--- src/rtl/instr_encoder_loader.sv ---
// Field-level RV32I instruction encoder that streams packed words into IMEM.
// Optional immediate range checking is enabled by defining IMM_RANGE_CHECK_EN.
module instr_encoder_loader #(
  parameter int ADDR_W    = 8,
  parameter int DEPTH     = 256,
  parameter int BASE_ADDR = 0
) (
  input  logic              clk,
  input  logic              reset,
  input  logic              start,
  input  logic              in_valid,
  output logic              in_ready,
  input  logic [2:0]        in_fmt,
  input  logic [2:0]        in_funct3,
  input  logic              in_f7b5,
  input  logic [4:0]        in_rd,
  input  logic [4:0]        in_rs1,
  input  logic [4:0]        in_rs2,
  input  logic [12:0]       in_imm,
  output logic              imem_we,
  output logic [ADDR_W-1:0] imem_addr,
  output logic [31:0]       imem_wdata,
  input  logic              imem_ready,
  output logic [ADDR_W:0]   word_count,
  output logic              busy,
  output logic              done,
  output logic              error
);

  localparam logic [2:0] S_IDLE   = 3'd0;
  localparam logic [2:0] S_ACCEPT = 3'd1;
  localparam logic [2:0] S_WRITE  = 3'd2;
  localparam logic [2:0] S_DONE   = 3'd3;
  localparam logic [2:0] S_ERR    = 3'd4;

  localparam logic [2:0] FMT_R      = 3'd0;
  localparam logic [2:0] FMT_LOAD   = 3'd1;
  localparam logic [2:0] FMT_STORE  = 3'd2;
  localparam logic [2:0] FMT_BRANCH = 3'd3;
  localparam logic [2:0] FMT_IMM    = 3'd4;
  localparam logic [2:0] FMT_END    = 3'd7;

  localparam logic [6:0] OP_R      = 7'b0110011;
  localparam logic [6:0] OP_LOAD   = 7'b0000011;
  localparam logic [6:0] OP_STORE  = 7'b0100011;
  localparam logic [6:0] OP_BRANCH = 7'b1100011;
  localparam logic [6:0] OP_IMM    = 7'b0010011;

  localparam logic [ADDR_W-1:0] BASE    = ADDR_W'(BASE_ADDR);
  localparam logic [ADDR_W:0]   DEPTH_W = (ADDR_W+1)'(DEPTH);

  function automatic logic [31:0] encode(input logic [2:0] fmt, input logic [2:0] f3,
                                         input logic f7b5, input logic [4:0] rd,
                                         input logic [4:0] rs1, input logic [4:0] rs2,
                                         input logic signed [12:0] imm);
    logic [31:0] w;
    w = '0;
    case (fmt)
      FMT_R:      w = {1'b0, f7b5, 5'b0, rs2, rs1, f3, rd, OP_R};
      FMT_LOAD:   w = {imm[11:0], rs1, f3, rd, OP_LOAD};
      FMT_STORE:  w = {imm[11:5], rs2, rs1, f3, imm[4:0], OP_STORE};
      FMT_BRANCH: w = {imm[12], imm[10:5], rs2, rs1, f3, imm[4:1], imm[11], OP_BRANCH};
      FMT_IMM: begin
        // SRLI/SRAI: the upper immediate bits carry only the arithmetic-shift flag
        if (f3 == 3'b101) w = {1'b0, f7b5, 5'b0, imm[4:0], rs1, f3, rd, OP_IMM};
        else              w = {imm[11:0], rs1, f3, rd, OP_IMM};
      end
      default:    w = '0;
    endcase
    return w;
  endfunction

`ifdef IMM_RANGE_CHECK_EN
  function automatic logic imm_illegal(input logic [2:0] fmt, input logic [2:0] f3,
                                       input logic signed [12:0] imm);
    logic bad;
    bad = 1'b0;
    if (fmt == FMT_BRANCH) bad = imm[0];
    else if (fmt == FMT_LOAD || fmt == FMT_STORE || fmt == FMT_IMM) begin
      bad = (imm[12] != imm[11]);
      if (fmt == FMT_IMM && (f3 == 3'b001 || f3 == 3'b101) && imm[11:5] != 7'd0)
        bad = 1'b1;
    end
    return bad;
  endfunction
`endif

  logic [2:0] state;
  logic       fmt_word;
  logic       overflow;
  logic       bad_imm;

  assign fmt_word = (in_fmt <= FMT_IMM);
  assign overflow = (word_count >= DEPTH_W);
`ifdef IMM_RANGE_CHECK_EN
  assign bad_imm  = imm_illegal(in_fmt, in_funct3, in_imm);
`else
  assign bad_imm  = 1'b0;
`endif

  always_ff @(posedge clk) begin
    if (reset) begin
      state      <= S_IDLE;
      imem_addr  <= BASE;
      word_count <= '0;
      imem_wdata <= '0;
    end else begin
      case (state)
        S_IDLE, S_DONE, S_ERR: begin
          if (start) begin
            state      <= S_ACCEPT;
            imem_addr  <= BASE;
            word_count <= '0;
          end
        end
        S_ACCEPT: begin
          if (in_valid) begin
            if (in_fmt == FMT_END)                     state <= S_DONE;
            else if (!fmt_word || overflow || bad_imm) state <= S_ERR;
            else begin
              imem_wdata <= encode(in_fmt, in_funct3, in_f7b5, in_rd, in_rs1, in_rs2, in_imm);
              state      <= S_WRITE;
            end
          end
        end
        S_WRITE: begin
          if (imem_ready) begin
            imem_addr  <= imem_addr + 1'b1;
            word_count <= word_count + 1'b1;
            state      <= S_ACCEPT;
          end
        end
        default: state <= S_IDLE;
      endcase
    end
  end

  // All status outputs decode directly from the registered state
  assign in_ready = (state == S_ACCEPT);
  assign busy     = (state == S_ACCEPT) || (state == S_WRITE);
  assign imem_we  = (state == S_WRITE);
  assign done     = (state == S_DONE);
  assign error    = (state == S_ERR);

endmodule

--- config.mk ---
export PLATFORM = sky130hd
export DESIGN_NAME = instr_encoder_loader
export DESIGN_NICKNAME = d
export VERILOG_FILES = /design/src/rtl/instr_encoder_loader.sv
export SDC_FILE = /design/constraint.sdc
export NUM_CORES = 1
export LEC_CHECK = 0
export CAP_MARGIN = 20
export CORE_MARGIN = 5
export CORE_UTILIZATION = 41
export CTS_CLUSTER_SIZE = 30
export DETAILED_ROUTE_END_ITERATION = 7
export GPL_TIMING_DRIVEN = 0
export PLACE_DENSITY = 0.86
export SLEW_MARGIN = 30
export SYNTH_ARGS = -nofsm -noshare
export SYNTH_HDL_FRONTEND = slang
export SYNTH_SLANG_ARGS = --single-unit
--- constraint.sdc ---
create_clock -name clk -period 2.3 [get_ports clk]
set_clock_uncertainty 0.2 [all_clocks]
set_input_delay 0.575 -clock clk [delete_from_list [all_inputs] [get_ports clk]]
set_output_delay 0.575 -clock clk [all_outputs]
set_load 0.05 [all_outputs]
; ---- Word level (Yosys, flattened, before mapping)
; Index checks and enable logic that the tools add are counted.
[totals]
out_inout_bits = 54
inputBits = 40
ff_bits = 52
wordCells = 47
[classes]
bitwise_logic = 2
order_cmp = 2
n_addsub = 2
n_reduce_logical = 10
n_eq_ne = 13
muxes = 14
[ops]
columns = operator, n
row1 = one-hot mux 32 bit (5 select lines), 1
row2 = 2-to-1 mux 32 bit, 1
row3 = 2-to-1 mux 9 bit, 2
row4 = one-hot mux 9 bit (2 select lines), 1
row5 = 2-to-1 mux 8 bit, 2
row6 = one-hot mux 8 bit (2 select lines), 1
row7 = 2-to-1 mux 3 bit, 5
row8 = "equality test 3 x 2 -> 1 bit, second input constant", 4
row9 = "equality test 3 bit, second input constant", 4
row10 = "adder 9 x 1 -> 9 bit, second input constant", 1
row11 = "greater-or-equal comparator 9 bit, second input constant", 1
row12 = one-hot mux 3 bit (3 select lines), 1
row13 = "adder 8 x 1 -> 8 bit, second input constant", 1
row14 = "equality test 3 x 1 -> 1 bit, second input constant", 2
row15 = logical NOT 3 bit, 2
row16 = AND reduction 3 bit, 2
row17 = "!= test 2 bit, second input constant", 2
row18 = AND reduction 4 bit, 1
row19 = "less-or-equal comparator 3 bit, second input constant", 1
row20 = OR reduction 3 bit, 1
row21 = logical OR 1 bit, 2
row22 = "!= test 2 x 1 -> 1 bit, second input constant", 1
row23 = inverter 1 bit, 2
row24 = nonzero test 2 bit, 1
row25 = logical NOT 1 bit, 1

; ---- Logic depth before layout (Yosys ltp)
[logic_depth]
depth_word = 7
depth_mapped = 7
depth_no_buf = 5

; ---- Worst setup path before layout
; OpenSTA, ideal clock, no wires.
[synth_path]
kind = input port to flip-flop
start = input port in_fmt[0]
end = register imem_wdata[10]
required_ps = 1968
setup_time_ps = 132
setup_slack_ps = 176
cell_stages = 7
arrival_ps = 1792
path_buffers = 3
path_cell_list = buf_2 > o21a_1 > or3b_1 > buf_2 > buf_6 > a221oi_1 > nor3_1
[synth_via]
elab_chain_cells = 5
word_cells_on_any_way = 13
classes_between = 1 x order compare / 5 x eq/ne / 1 x mux / 2 x bitwise / 4 x reduce/logical
[synth_lines]
columns = element, line_no
row1 = start: declaration, 13  ; input logic [2:0] in_fmt,
row2 = less-or-equal comparator 3 bit, 93  ; assign fmt_word = (in_fmt <= FMT_IMM);
row3 = logical NOT 1 bit, 119  ; else if (!fmt_word || overflow || bad_imm) state <= S_ERR;
row4 = logical OR 1 bit, 119
row5 = inverter 1 bit (no line), -
row6 = AND reduction 4 bit (no line), -
row7 = end signal: assignment, 121  ; imem_wdata <= encode(in_fmt, in_funct3, in_f7b5, in_rd, in_rs1, in_rs2, in_imm);
row8 = end: declaration, 22  ; output logic [31:0] imem_wdata,
; Parallel ways exist; a longest one is shown, timed or not.
; A chain may end at the register's enable or synchronous reset.

; ---- Final worst setup path
[layout_path]
start = register state[0]
end = output port error
[layout_via]
elab_chain_cells = 1
[layout_lines]
columns = element, line_no
row1 = start: declaration, 88  ; logic [2:0] state;
row2 = start signal: assignment, 103  ; state <= S_IDLE;
row3 = start signal: assignment, 111  ; state <= S_ACCEPT;
row4 = start signal: assignment, 118  ; if (in_fmt == FMT_END) state <= S_DONE;
row5 = equality test 3 bit, 143  ; assign error = (state == S_ERR);
row6 = end: declaration, 27  ; output logic error
; No other way between the ends.

==> summary.txt <==
STA
  – Tcrit/Tclk final: between 90 and 100%
  – Max Slew Vio Count: 0
  – F_max: 447 MHz
  – RSZ-0062 raised after global routing: no
  – Min Hold Slack: approximately 260 ps
  – Setup-failing EPs final: 0
  – Hold Vio Cnt, Final: 0
  – Max_slew headroom: between 60% and 70%
  – Worst-margin pin slew: between 500 and 600 ps
  – Fin crit period: around 2200 ps

Final layout
  – Final Cell Area: 3370 um^2
  – FILL cells: roughly 500
  – Layout Nets: ~420
  – Layout cell share with drive strength beyond 1: between 10% and 20%
  – Finished Layout Cells: ~450
  – Synthesis-to-layout area growth: 49.6%
  – Diodes inserted: 0

Worst setup path
  – WP buf/inv: 2
  – CP top delay family: buffers and inverters
  – WS Path Type: register to output pin
  – Crit-path max cell delay: 390 ps
  – CP arrival: 1460 ps
  – Critical path endpoint category: output pin
  – Worst-path cell chain: buf_2, nor2_1, and2_1, clkdlybuf4s15_2
  – Worst Path Max Fanout: 9
  – Critical path's slowest cell: clkdlybuf4s15_2
  – Worst R2R Path Depth: 7
  – CP Depth: 4
  – Startpoint types: register
  – Worst path required time: 1520 ps

Routing
  – Routed wl met2: between 3 and 4 mm
  – Routed Antenna Nets: 0
  – WL met3: between 400 and 500 um
  – Vias per cell: just over 5
  – Post-DR wirelength/cell: 14.2 um
  – Vias: roughly 2300
  – M1 WL: 2.76 mm
  – TritonRoute pass-1 iters: 4
  – # DRC: 0
  – Starting DRC count in detailed routing: 78
  – WL final: between 6 and 7 mm
  – Max layer used: met4

Clock tree
  – Worst-Skew Late Latency: just under 300 ps
  – Clk slew on worst S/H paths: approximately 80 ps
  – CTS tree: yes
  – H-Tree Depth: 2
  – Num CTS Buffers: 5
  – Root Buffer: clkbuf_8
  – Clk buf depth: 2
  – CTS sink cnt: between 40 and 50

Die
  – Rows: 27
  – Core Region: roughly 5400 um^2
  – Starting Density: about 41%
  – DIE WIDTH: 84.2 um
  – Die Area: ~7000 um^2
  – Vert. Die Dim: roughly 84 um
  – IO Pins: 94

GRT
  – Antenna violations before repair: 0
  – GRT Overall Usage: 17.5%
  – Vias in the first global route: between 2000 and 2500
  – Largest net degree at the start of global routing: 14
  – Global-route wire length before repair: ~10 mm
  – Grt ovf: 0

Yosys
  – Count of cell types in the netlist: 46
  – Cell area after synthesis: approximately 2300 um^2
  – Area leader, netlist: dfxtp_1
  – Share of the synthesized area in the top cell type: 43.5%
  – #FFs+latches synth: 49
  – Top post-synthesis cells by area: dfxtp_1 43%, a21oi_1 7.3%, nand2_1 5.3%, nor2_1 4.7%, a221oi_1 3.9%
  – Syn Inst Count: ~280
  – Yosys warnings: 0
  – Syn_area_per_cell: 8.17 um^2
  – Seq/Total Area, Yosys: a little over two fifths

Pwr
  – Int Pwr: about 0.0013 W
  – Worst vdd ir: about 0.34 mV
  – Combinational share of power: between 20 and 25%
  – Reg power frac: roughly half
  – Clock power frac: a little over a quarter
  – Leak: about 1.4 nW
  – Pwr/cell area: 549 nW/um^2
  – Switching power: between 0.0005 and 0.0006 W
  – Switching Share: a little under a third

Worst hold path
  – Hold crit path type: register to register
  – Hold Crit Depth: 2

Job
  – Max-cap check violation count: 0

Run status
  – Status: complete, no violations

Placed design
  – PortBufs: just under 90
  – Placed instance area: around 3200 um^2
  – DP Wirelength: about 4.8 mm
  – Final Wtd Congestion: 0.861
  – Placed cell count: ~440
-- path summary, 6_finish.rpt --
kind	startpoint	to	slack (ps)
worst max-delay path	state[0]	error	60
worst min-delay path	imem_wdata[4]	imem_wdata[4]	260
worst max register to register	state[0]	imem_wdata[24]	270
worst min register to register	imem_wdata[4]	imem_wdata[4]	260
-- routing by layer --
| metal | vias up | GRT usage (%) |
|---|---|---|
| met3 | 4 | 5.79 |
| met1 | 1051 | 22.0 |
| met5 | - | 0 |
| li1 | 1174 | - |
| met2 | 69 | 29.5 |
| met4 | 0 | 3.51 |
-- state kept, by name, summed over array words and instances (netlist names) --
| name | count |
|---|---|
| word_count | 9 |
| state | 3 |
| imem_addr | 8 |
| imem_wdata | 29 |
-- cells by family after synthesis --
family,count (synthesis),synth area share (%)
AOI/OAI and AO/OA,70,18.9
xor gates and xnor gates,3,1.16
adders and majority gates,2,1.11
buffers and inverters,28,6.55
DFF,49,43.5
muxes,8,3.83
other,1,0.166
and+or+nand+nor,115,24.8
-- cells in the mapped netlist, drive strengths merged --
master and count:
o2bb2ai 1, dfxtp 49, clkbuf 7, or3 12, xor2 2, a32oi 1, nor3b 2, conb 1
mux2i 3, and4 1, and3 2, nand4 3, nor2b 2, and3b 1, and2 2, inv 5
nand2 32, nand2b 3, a221oi 10, mux2 5, o22a 1, xnor2 1, nand3 12, buf 16
or4 1, or3b 2, and4bb 1, a21oi 33, o21a 1, o22ai 1, nor3 11, a311o 1
o31ai 1, a311oi 1, o21ai 14, a31oi 1, o211ai 2, o21bai 1, ha 2, nor2 28
a211oi 1
-- cells in the final DEF, fill, tap and decap left out, drive strengths merged, types with 3 or more instances in the layout --
master          n
clkbuf         19
dlymetal6s2s    9
mux2i           3
nand2b          3
dfxtp          49
nand3          12
nand2          32
nand4           3
buf            17
a221oi         10
or3            12
clkdlybuf4s50  63
a21oi          33
nor2           28
mux2            5
o21ai          14
nor3           11
inv             5
dlygate4sd2    11
-- per-stage QoR --
step                util, %  setup slack (ps)  TNS [ps]  total power (W)
floorplan                 -               176         0          0.00119
global placement       59.4              -367    -11770          0.00136
detailed placement     59.4              -424    -13360          0.00137
CTS                    61.1              7.93         0          0.00186
global route           62.0             0.593         0          0.00194
finish                 62.0              62.7         0          0.00185
-- power by group through the flow --
stage | sequential [W] | clock, W | combinational, W
floorplan | 0.00101 | 0 | 0.000187
global placement | 0.000917 | 0 | 0.000443
detailed placement | 0.000919 | 0 | 0.000448
CTS | 0.000899 | 0.000515 | 0.000447
global route | 0.000904 | 0.000554 | 0.000484
finish | 0.000899 | 0.000501 | 0.000454
-- tightest hold or removal path, stage by stage, from the launching register on --
cell and delay, ps:
dfxtp_1 310, nand2_1 50, a21oi_1 50
-- layout make-up --
type,count,area [um^2],area share [%]
Buffer,23,143,4.23
Clock buffer,7,86.3,2.56
Inverter,5,18.8,0.556
Multi-Input combinational cell,200,1170,34.7
Sequential cell,49,981,29.1
Tap cell,72,90.1,2.67
Timing Repair Buffer,90,886,26.3
-- timing repair --
action | 4_1_cts | 5_1_grt
hold buffers | 0 | 0
endpoints found under the setup margin | 37 | 43
pin swaps | 0 | 1
endpoints found under the hold margin | 0 | 0
gates resized for setup | 25 | 29
buffers inserted | 1 | 1
Power figures use the tool's default switching activity.
